[config.mk]
export PLATFORM = sky130hd
export DESIGN_NAME = booth_divider_seq
export DESIGN_NICKNAME = d
export VERILOG_FILES = /design/src/rtl/booth_divider_seq.sv
export SDC_FILE = /design/constraint.sdc
export NUM_CORES = 1
export LEC_CHECK = 0
export CORE_MARGIN = 2
export CORE_UTILIZATION = 33
export DETAILED_ROUTE_END_ITERATION = 10
export PLACE_DENSITY_LB_ADDON = 0.25
export RECOVER_POWER = 25
export SLEW_MARGIN = 15
export SYNTH_ARGS = -nofsm -noshare
export SYNTH_HDL_FRONTEND = slang
export SYNTH_SLANG_ARGS = --single-unit
[constraint.sdc]
create_clock -name clock -period 3.53 [get_ports clock]
set_input_delay 0.8825 -clock clock [delete_from_list [all_inputs] [get_ports clock]]
set_output_delay 0.8825 -clock clock [all_outputs]
set_load 0.02 [all_outputs]
[src/rtl/booth_divider_seq.sv]
// Sequential signed divider: restoring, one quotient bit per cycle on operand
// magnitudes, with sign fix-up, divide-by-zero bypass and a start/done handshake.
module booth_divider_seq #(
  parameter int WIDTH = 32
) (
  input  logic             clock,
  input  logic             resetn,
  input  logic             start,
  input  logic [WIDTH-1:0] dividend,
  input  logic [WIDTH-1:0] divisor,
  output logic [WIDTH-1:0] quotient,
  output logic [WIDTH-1:0] remainder,
  output logic             busy,
  output logic             done,
  output logic             div_by_zero
);

  localparam int CW = $clog2(WIDTH + 1);
  localparam logic [WIDTH-1:0] ZERO_W = {WIDTH{1'b0}};
  localparam logic [WIDTH-1:0] ONES_W = {WIDTH{1'b1}};
  localparam logic [WIDTH-1:0] ONE_W  = {{(WIDTH-1){1'b0}}, 1'b1};
  localparam logic [CW-1:0]    LAST_ITER = CW'(WIDTH - 1);
  localparam logic [CW-1:0]    ONE_C     = CW'(1);

  typedef enum logic [1:0] {
    IDLE = 2'd0,
    RUN  = 2'd1,
    FIX  = 2'd2,
    DONE = 2'd3
  } state_t;

  state_t           state_r;
  state_t           state_s;
  logic [CW-1:0]    count_r;
  logic [WIDTH-1:0] q_r;
  logic [WIDTH-1:0] m_r;
  logic [WIDTH-1:0] a_r;
  logic             q_neg_r;
  logic             r_neg_r;
  logic [WIDTH:0]   a_shift_s;
  logic [WIDTH:0]   diff_s;

  // Two's-complement negation, wrapping modulo 2^WIDTH.
  function automatic logic [WIDTH-1:0] negate(input logic [WIDTH-1:0] v);
    return ~v + ONE_W;
  endfunction

  // Unsigned magnitude; the most negative value maps to 2^(WIDTH-1) unsigned.
  function automatic logic [WIDTH-1:0] magnitude(input logic [WIDTH-1:0] v);
    return v[WIDTH-1] ? negate(v) : v;
  endfunction

  // The partial remainder stays below M, so it fits WIDTH bits at rest; the
  // extra bit exists only across the shift and trial subtraction.
  always_comb begin
    a_shift_s = {a_r, q_r[WIDTH-1]};
    diff_s    = a_shift_s - {1'b0, m_r};
  end

  // Next-state decode.
  always_comb begin
    state_s = state_r;
    case (state_r)
      IDLE: begin
        if (start) begin
          state_s = (divisor == ZERO_W) ? DONE : RUN;
        end else begin
          state_s = IDLE;
        end
      end
      RUN: begin
        if (count_r == LAST_ITER) begin
          state_s = FIX;
        end else begin
          state_s = RUN;
        end
      end
      FIX:     state_s = DONE;
      DONE:    state_s = IDLE;
      default: state_s = IDLE;
    endcase
  end

  // State, datapath and registered outputs.
  always_ff @(posedge clock) begin
    if (!resetn) begin
      state_r     <= IDLE;
      count_r     <= {CW{1'b0}};
      q_r         <= ZERO_W;
      m_r         <= ZERO_W;
      a_r         <= ZERO_W;
      q_neg_r     <= 1'b0;
      r_neg_r     <= 1'b0;
      quotient    <= ZERO_W;
      remainder   <= ZERO_W;
      busy        <= 1'b0;
      done        <= 1'b0;
      div_by_zero <= 1'b0;
    end else begin
      state_r <= state_s;
      done    <= 1'b0;
      case (state_r)
        IDLE: begin
          if (start) begin
            if (divisor == ZERO_W) begin
              quotient    <= ONES_W;
              remainder   <= dividend;
              div_by_zero <= 1'b1;
            end else begin
              q_neg_r <= dividend[WIDTH-1] ^ divisor[WIDTH-1];
              r_neg_r <= dividend[WIDTH-1];
              q_r     <= magnitude(dividend);
              m_r     <= magnitude(divisor);
              a_r     <= ZERO_W;
              count_r <= {CW{1'b0}};
              busy    <= 1'b1;
            end
          end
        end
        RUN: begin
          // A negative trial difference restores A and shifts in a 0.
          if (diff_s[WIDTH]) begin
            a_r <= a_shift_s[WIDTH-1:0];
          end else begin
            a_r <= diff_s[WIDTH-1:0];
          end
          q_r     <= {q_r[WIDTH-2:0], ~diff_s[WIDTH]};
          count_r <= count_r + ONE_C;
        end
        FIX: begin
          quotient    <= q_neg_r ? negate(q_r) : q_r;
          remainder   <= r_neg_r ? negate(a_r) : a_r;
          div_by_zero <= 1'b0;
        end
        DONE: begin
          done <= 1'b1;
          busy <= 1'b0;
        end
        default: begin
          done <= 1'b0;
        end
      endcase
    end
  end

endmodule

# Word level (Yosys, flattened, before mapping)
# Index checks and enable logic that the tools add are counted.
# W data, S select, Z words.
# totals
register_bits,173
# op_classes
add_sub_neg,6
eq_ne,7
n_mux,31
bitwise,7
n_reduce_logical,9
# op_table
cell,n
$mux W32,13
$pmux W32 S2,4
$add A32 B1 Y32 const B,4
$not A32 Y32,4
$sub A33 B32 Y33,1
$logic_not A32 Y1,1
$mux W6,2
$pmux W6 S2,1
$reduce_and A3 Y1,4
$pmux W2 S4,1
$add A6 B1 Y6 const B,1
$eq A6 B5 Y1 const B,1
$mux W2,3
$ne A2 B2 Y1 const B,3
$reduce_bool A2 Y1,3
$mux W1,5
$eq A2 B2 Y1 const B,2
$pmux W1 S2,2
$eq A2 B1 Y1 const B,1
$logic_not A2 Y1,1
$not A1 Y1,2
$xor A1 B1 Y1,1

# Logic depth before layout (Yosys ltp)
# Gate-level depths: netlist of run 1.
# logic_depth
depth_word,6
mapped_depth,15
mapped_depth_nobuf,13

# Least setup slack after synthesis of run 1
# No wires, ideal clock.
# synth_path
kind,reg-to-reg
from,register q_r[31]
to,register a_r[5]
arrival_time_ps,3153
required_time_ps,3401
setup_slack_ps,248
path_stages_with_launch,15
path_buffers,1
synth_period_minus_slack_ps,3282
path_cell_list,dfxtp_1 > inv_1 > ha_1 > fa_1 > nor2b_4 > o31ai_2 > a31oi_2 > a2111oi_4 > o31ai_2 > a41o_1 > a311o_2 > xor2_4 > buf_6 > mux2i_1 > o21ai_1
# synth_between
elab_chain_cells,3
# synth_lines
element,line,rtl
start: declaration,35,logic [WIDTH-1:0] q_r;
start signal: assignment,112,q_r <= magnitude(dividend);
start signal: assignment,127,"q_r <= {q_r[WIDTH-2:0], ~diff_s[WIDTH]};"
$sub A33 B32 Y33,57,"diff_s = a_shift_s - {1'b0, m_r};"
$mux W32,122,if (diff_s[WIDTH]) begin
$pmux W32 S2,102,case (state_r)
end signal: assignment,123,a_r <= a_shift_s[WIDTH-1:0];
end signal: assignment,125,a_r <= diff_s[WIDTH-1:0];
end: declaration,37,logic [WIDTH-1:0] a_r;
# No other way between the ends.
# A chain may end at the register's enable or synchronous reset.

# Worst setup path in the final report of run 1
# layout_path
from,register m_r[0]
to,register a_r[24]
# layout_between
elab_chain_cells,3
# layout_lines
element,line,rtl
start: declaration,36,logic [WIDTH-1:0] m_r;
start signal: assignment,113,m_r <= magnitude(divisor);
$sub A33 B32 Y33,57,
$mux W32,122,
$pmux W32 S2,102,
# No other way between the ends.

==> flow_metrics.py, run 1 <==
metrics = {
    "timing": {
        "tns_ns": 0,
        "report.final.slew_viol_count": 48,
        "skew_ns": 0.0159,
        "tightest_slew_ns": 1.67,
        "final.min_clock_period_ns": 3.38,
        "hold_viol": 0,
        "fin_crit_sh_pct": 95.9,
        "slew_headroom_pct": -11.1,
        "setup_viol": 0,
        "worst_hold_slack_ns": 0.465,
        "clock.fmax_ghz": 0.296,
        "rsz0062_at_grt": "true",
    },
    "floorplanning": {
        "start_util_pct": 33.5,
        "dieArea_um2": 35400,
        "rows": 67,
        "die_w_um": 188,
        "io_pins": 134,
        "fp.dieH_um": 188,
        "core_area_um2": 33400,
    },
    "setup_path": {
        "cp_data_arrival_time_ns": 3.70,
        "critical_path.max_stage_delay_ns": 0.40,
        "crit_path_start": "m_r[0]",
        "start_kind": "flip-flop",
        "reg2reg_slack_ns": 0.15,
        "r2r_start": "m_r[0]",
        "path_cells": "ha_4, fa_2, nor2b_4, o31ai_4, a31oi_4, a2111oi_4, o31ai_2, a41o_1, a311o_2, xor2_4, buf_6, clkbuf_16, mux2i_1, o21ai_1",
        "cp-end-kind": "flip-flop",
        "cp_slowest_cell": "dfxtp_2",
        "crit_fanout": 6,
        "r2r_cells": 14,
        "r2r-end": "a_r[24]",
        "crit_end": "a_r[24]",
        "worstSetupPathType": "reg -> reg",
        "worstPathRequired_ns": 3.85,
    },
    "clock_tree": {
        "htree_levels": 4,
        "cts_buffers": 17,
        "clk_pin_slew_ns": 0.07,
        "cts_hold_buf": 0,
        "cts_tree": "done",
        "clk_latency_ns": 0.44,
        "ctsRootBufferMaster": "clkbuf_16",
        "cts_buffer_depth": 2,
        "cts_sinks": 173,
    },
    "cells_and_area": {
        "final_cell_mix": "nand2_1, dfxtp_1, buf_4",
        "nFillCells": 3291,
        "syn2layout_area_growth_pct": 30.0,
        "drive_above_1_share_pct": 13.1,
        "final_common_cell": "nand2_1",
        "nNetsFinal": 1661,
        "diodes": 0,
    },
    "run_status": {
        "outcome": "finished, violations left",
        "violations": "max-capacitance violations, max-slew violations",
    },
    "yosys": {
        "synth-seq-cells": 173,
        "seq_area_frac_synth_pct": 30.9,
        "synth_enable_flop_cells": 0,
        "synth_area_um2": 11200,
        "avgSynthCellArea_um2": 8.23,
        "synth_flop_cell": "dfxtp_1",
        "synth_fp_nets": 1465,
        "yosysUniqueCellTypes": 66,
        "yosysWarnings": 0,
        "synthArstFlopShare_pct": 0,
        "syn-instance-count": 1360,
    },
    "power": {
        "power_frac_clock_pct": 30.1,
        "leakagePower_nw": 6.29,
        "p_per_area_nw_per_um2": 440,
        "p_int_mw": 4.15,
        "switchingPower_mw": 2.26,
        "power.total_mw": 6.41,
        "ir_drop_mv": 0.367,
        "power_frac_comb_pct": 35.9,
        "swShare_pct": 35.3,
        "p_seq_share_pct": 34.0,
    },
    "routing": {
        "routed_wl_um": 31600,
        "wl_met3_um": 1210,
        "drt_iter0_drc": 778,
        "wl_per_cell_um": 15.7,
        "first_pass_iters": 9,
        "wl_met2_um": 14400,
        "wl_met1_um": 15400,
        "ant_nets": 0,
        "drc": 0,
        "top_layer": "met4",
        "vias": 10400,
        "vias_per_cell": 5.16,
    },
    "grt": {
        "grt-ovfl-total": 0,
        "grt_pass1_vias": 10029,
        "antenna_found_initial": 0,
        "grt_usage_pct": 17.8,
        "grt_pass1_wl_um": 51800,
        "grt_start_max_net_pins": 64,
    },
    "placement": {
        "dp_hpwl_um": 23700,
        "routabilityCongestion": 0.841,
        "io_buffers": 133,
    },
    "worst_hold_path": {
        "hold_path.class": "reg -> reg",
    },
    "job": {
        "maxCapViolCount": 1,
    },
}
## kinds of logic (layout without fill, tap and decap cells)
group	count (synthesis)	count (layout)	share of synthesized area, %
AO/OA/AOI/OAI	348	348	22.2
XOR/XNOR	149	149	11.8
adder cells (fa/ha/maj)	38	38	4.32
buffers and inverters	130	339	5.01
flip-flops	173	173	30.9
multiplexers	61	61	5.46
AND/OR/NAND/NOR	461	461	20.3
## flip-flops by register name, indices dropped and copies added (netlist names)
signal	cells
a_r	32
busy	1
count_r	6
div_by_zero	1
done	1
m_r	32
q_neg_r	1
q_r	32
quotient	32
r_neg_r	1
remainder	32
state_r	2
## synthesized netlist by cell type, drive strengths merged, types with 17 or more instances
| cell type | instances | share of area (%) |
|---|---|---|
| xnor2 | 67 | 5.2 |
| clkbuf | 62 | 2.1 |
| and3 | 36 | 2.0 |
| nand2b | 17 | 0.95 |
| a21oi | 52 | 2.4 |
| inv | 42 | 1.4 |
| buf | 26 | 1.5 |
| dfxtp | 173 | 31 |
| nor2 | 53 | 1.8 |
| ha | 37 | 4.1 |
| nor3 | 26 | 1.3 |
| o211a | 38 | 3.4 |
| nand2 | 202 | 6.8 |
| xor2 | 82 | 6.6 |
| o31ai | 34 | 2.4 |
| or3 | 21 | 1.2 |
| o21ai | 110 | 4.9 |
| nor2b | 42 | 2.4 |
| a222oi | 29 | 2.6 |
| mux2i | 61 | 5.5 |
## repair_timing
item,CTS,global route
endpoints found under the setup margin,31,94
pin swaps,2,9
setup buffers,2,2
gates cloned,1,1
resized for setup,4,16
## worst max-delay path, delay by kind of cell (launching register included)
kind | cells | cell delay (ns)
XOR/XNOR | 1 | 0.22
AND/OR/NAND/NOR | 1 | 0.06
multiplexers | 1 | 0.21
AO/OA/AOI/OAI | 7 | 1.64
adder cells (fa/ha/maj) | 2 | 0.41
buffers and inverters | 2 | 0.33
flip-flops | 1 | 0.40
## per-stage QoR
| stage | setup WS [ns] | util (%) | instances | area, µm² |
|---|---|---|---|---|
| after global placement | -0.297 | 41.1 | 1979 | 13800 |
| after CTS | 0.0297 | 43.1 | 2014 | 14400 |
| final | 0.146 | 43.5 | 2017 | 14500 |
| after floorplan | 0.248 | - | 1360 | 11200 |
| after detailed placement | -0.355 | 41.1 | 1979 | 13800 |
| after global routing | -0.0201 | 43.5 | 2017 | 14500 |
## power by group through the flow
stage / Combinational [mW] / Sequential (mW) / Clock [mW]
2_1_floorplan: 1.52 / 2.18 / 0
3_3_place_gp: 2.08 / 2.22 / 0
3_5_place_dp: 2.10 / 2.22 / 0
4_1_cts: 2.20 / 2.18 / 1.97
5_1_grt: 2.51 / 2.20 / 2.05
6_report: 2.30 / 2.18 / 1.93
## cell type report
cell class	count	area (µm²)	share of cell area, %
repair buffers	265	2480	17.0
inverters	42	158	1.08
clock buffers	18	439	3.02
well taps	448	561	3.85
clock inverters	14	166	1.14
multi-input cells	1057	7280	50.0
flip-flops and latches	173	3470	23.8
## layer usage
| metal | GRT usage [%] | vias to the layer above |
|---|---|---|
| met1 | 24.3 | 4836 |
| met5 | 0 | - |
| met2 | 29.0 | 240 |
| li1 | - | 5286 |
| met4 | 5.36 | 0 |
| met3 | 2.53 | 38 |
## worst min-delay path by stage
stage	startpoint	endpoint	cells after the start
finish	m_r[25]	m_r[25]	2
global route	m_r[25]	m_r[25]	2
CTS	m_r[25]	m_r[25]	2
detailed placement	m_r[25]	m_r[25]	2
global placement	m_r[25]	m_r[25]	2
floorplan	m_r[25]	m_r[25]	2
Power figures use the tool's default switching activity.
==> run 2: changes to the inputs <==
--- a/config.mk
+++ b/config.mk
@@ -5,9 +5,11 @@
 export SDC_FILE = /design/constraint.sdc
 export NUM_CORES = 1
 export LEC_CHECK = 0
+export CAP_MARGIN = 0
 export CORE_MARGIN = 2
 export CORE_UTILIZATION = 33
 export DETAILED_ROUTE_END_ITERATION = 10
+export DONT_BUFFER_PORTS = 1
 export PLACE_DENSITY_LB_ADDON = 0.25
 export RECOVER_POWER = 25
 export SLEW_MARGIN = 15
==> run 2 against run 1 <==
Effect of this change:
- the run now ends clean
- hold slack gained 0.013 ns
- sequential power about the same
- flip-flop and latch count unchanged
- clock power barely moved
- global-route usage decreased by 0.56 points
- sequential share of layout area grew 3.7 points
- critical path depth down 1
- first-iteration DRC count rose by 18%
- via count down 7.8%
- utilization is 5.9 points lower
- largest cell class unchanged
==> flow_metrics.py, run 2 (synthesis gave the netlist of run 1 again) <==
metrics = {
    "run_status": {
        "outcome": "finished, final reports clean",
    },
    "setup_path": {
        "path_delay_family": "compound AO/OA/AOI/OAI gates",
        "cp_slowest_cell": "a311o_2",
        "path_cells": "inv_1, ha_1, a21o_1, a31o_2, a221oi_1, o21ai_0, a41o_1, a311o_2, xor2_4, buf_12, buf_12, a222oi_1, nor2b_1",
        "start_kind": "flip-flop",
        "cp_data_arrival_time_ns": 3.67,
        "crit_fanout": 10,
        "cp-end-kind": "flip-flop",
        "cpMostUsedCell": "buf_12",
        "critical_path.max_stage_delay_ns": 0.41,
        "worstSetupPathType": "reg -> reg",
        "cp.buffers_inverters": 3,
        "worstPathRequired_ns": 3.85,
    },
    "power": {
        "p_per_area_nw_per_um2": 487,
        "power.total_mw": 6.14,
        "leakagePower_nw": 5.25,
        "ir_drop_mv": 0.278,
    },
    "cells_and_area": {
        "final_cell_mix": "nand2_1, dfxtp_1, xor2_1",
        "syn2layout_area_growth_pct": 12.5,
        "nNetsFinal": 1458,
        "diodes": 0,
        "final_area_um2": 12600,
        "final_common_cell": "nand2_1",
        "finalNonFillerCells": 1813,
        "finish.utilization_pct": 37.6,
        "drive_above_1_share_pct": 8.86,
    },
    "floorplanning": {
        "dieArea_um2": 35400,
        "die_w_um": 188,
        "core_area_um2": 33400,
        "fp.dieH_um": 188,
        "start_util_pct": 33.5,
        "io_pins": 134,
        "rows": 67,
    },
    "timing": {
        "hold_viol": 0,
        "report.final.slew_viol_count": 0,
        "fin_crit_sh_pct": 94.9,
        "clock.fmax_ghz": 0.299,
        "final.min_clock_period_ns": 3.35,
        "slew_headroom_pct": 28.8,
        "setup_viol": 0,
        "rsz0062_at_grt": "false",
        "timing.final.ws_setup_ns": 0.181,
        "tns_ns": 0,
        "worst_hold_slack_ns": 0.478,
        "tightest_slew_ns": 1.07,
        "skew_ns": 0.0194,
    },
    "clock_tree": {
        "clk_latency_ns": 0.44,
        "ctsRootBufferMaster": "clkbuf_16",
        "cts_buffers": 17,
        "clk_pin_slew_ns": 0.07,
        "htree_levels": 4,
        "cts_buffer_depth": 2,
        "cts_sinks": 173,
        "cts_tree": "done",
    },
    "routing": {
        "wl_per_cell_um": 16.9,
        "vias_per_cell": 5.29,
        "first_pass_iters": 6,
        "ant_nets": 0,
        "drc": 0,
        "vias": 9589,
        "routed_wl_um": 30700,
        "drt_iter0_drc": 917,
    },
    "placement": {
        "dp_hpwl_um": 23000,
        "placedCellCount": 1779,
        "dpl_cell_area_um2": 11900,
        "io_buffers": 0,
        "pre_cts_ws_ns": 0.0162,
        "routabilityCongestion": 0.856,
    },
    "grt": {
        "grt_pass1_wl_um": 49600,
        "use_met2_pct": 27.1,
        "antenna_found_initial": 0,
        "grt_pass1_vias": 9167,
        "grt-ovfl-total": 0,
        "busiest_layer": "met2",
        "use_met1_pct": 24.1,
        "grt_start_max_net_pins": 142,
        "met3_usage_pct": 2.88,
        "grt_usage_pct": 17.2,
    },
    "worst_hold_path": {
        "hold_path.class": "reg -> reg",
    },
    "job": {
        "maxCapViolCount": 0,
    },
}
[run 2: changes by cell type in the layout (fill, tap and decap cells not counted), moves of 2 or more]
cell             change
mux2i_1              +2
dfxtp_1              +2
dfxtp_2              -2
dlygate4sd3_1       -57
mux2i_2              -2
clkdlybuf4s50_1     -75
ha_4                 -4
ha_1                 +5
clkinv_8             -5
buf_4               -71
buf_12               +2
[run 2: cell type report]
cell class	instances	area [µm²]
clock buffers	18	439
clock inverters	13	143
fillers	3481	20900
inverters	42	158
multi-input cells	1057	7200
flip-flops and latches	173	3460
well taps	448	561
repair buffers	62	628
[run 2: worst paths after layout]
| check | start | endpoint | slack [ns] | depth (start not counted) |
|---|---|---|---|---|
| worst min register to register | m_r[0] | m_r[0] | 0.48 | 2 |
| worst max register to register | m_r[22] | q_r[0] | 0.18 | 13 |
| worst min-delay path | m_r[0] | m_r[0] | 0.48 | 2 |
| worst max-delay path | m_r[22] | q_r[0] | 0.18 | 13 |
[run 2: repair_timing]
action,4_1_cts,5_1_grt
endpoints found under the setup margin,0,29
hold buffers,0,0
setup buffers,0,1
gates resized for setup,0,3
[run 2: layer usage]
layer / share of wire (%) / vias up
met1: 49 / 4443
met4: 2.2 / 0
met5: 0 / -
met3: 4.5 / 35
met2: 44 / 242
li1: - / 4869
[run 2: worst register-to-register path: cells and delay by family, from the launching register on]
family | cells | cell delay [ns]
xor+xnor | 1 | 0.18
flops | 1 | 0.34
fa+ha+maj | 1 | 0.34
compound gates | 7 | 1.96
simple gates | 1 | 0.07
buf+inv | 3 | 0.36
[run 2: report_power, final]
group          total [mW]  internal, mW  leakage (nW)  switching, mW
sequential           2.18          2.05          1.41          0.133
clock                1.91          1.02         0.282          0.886
combinational        2.04         0.975          3.56           1.07
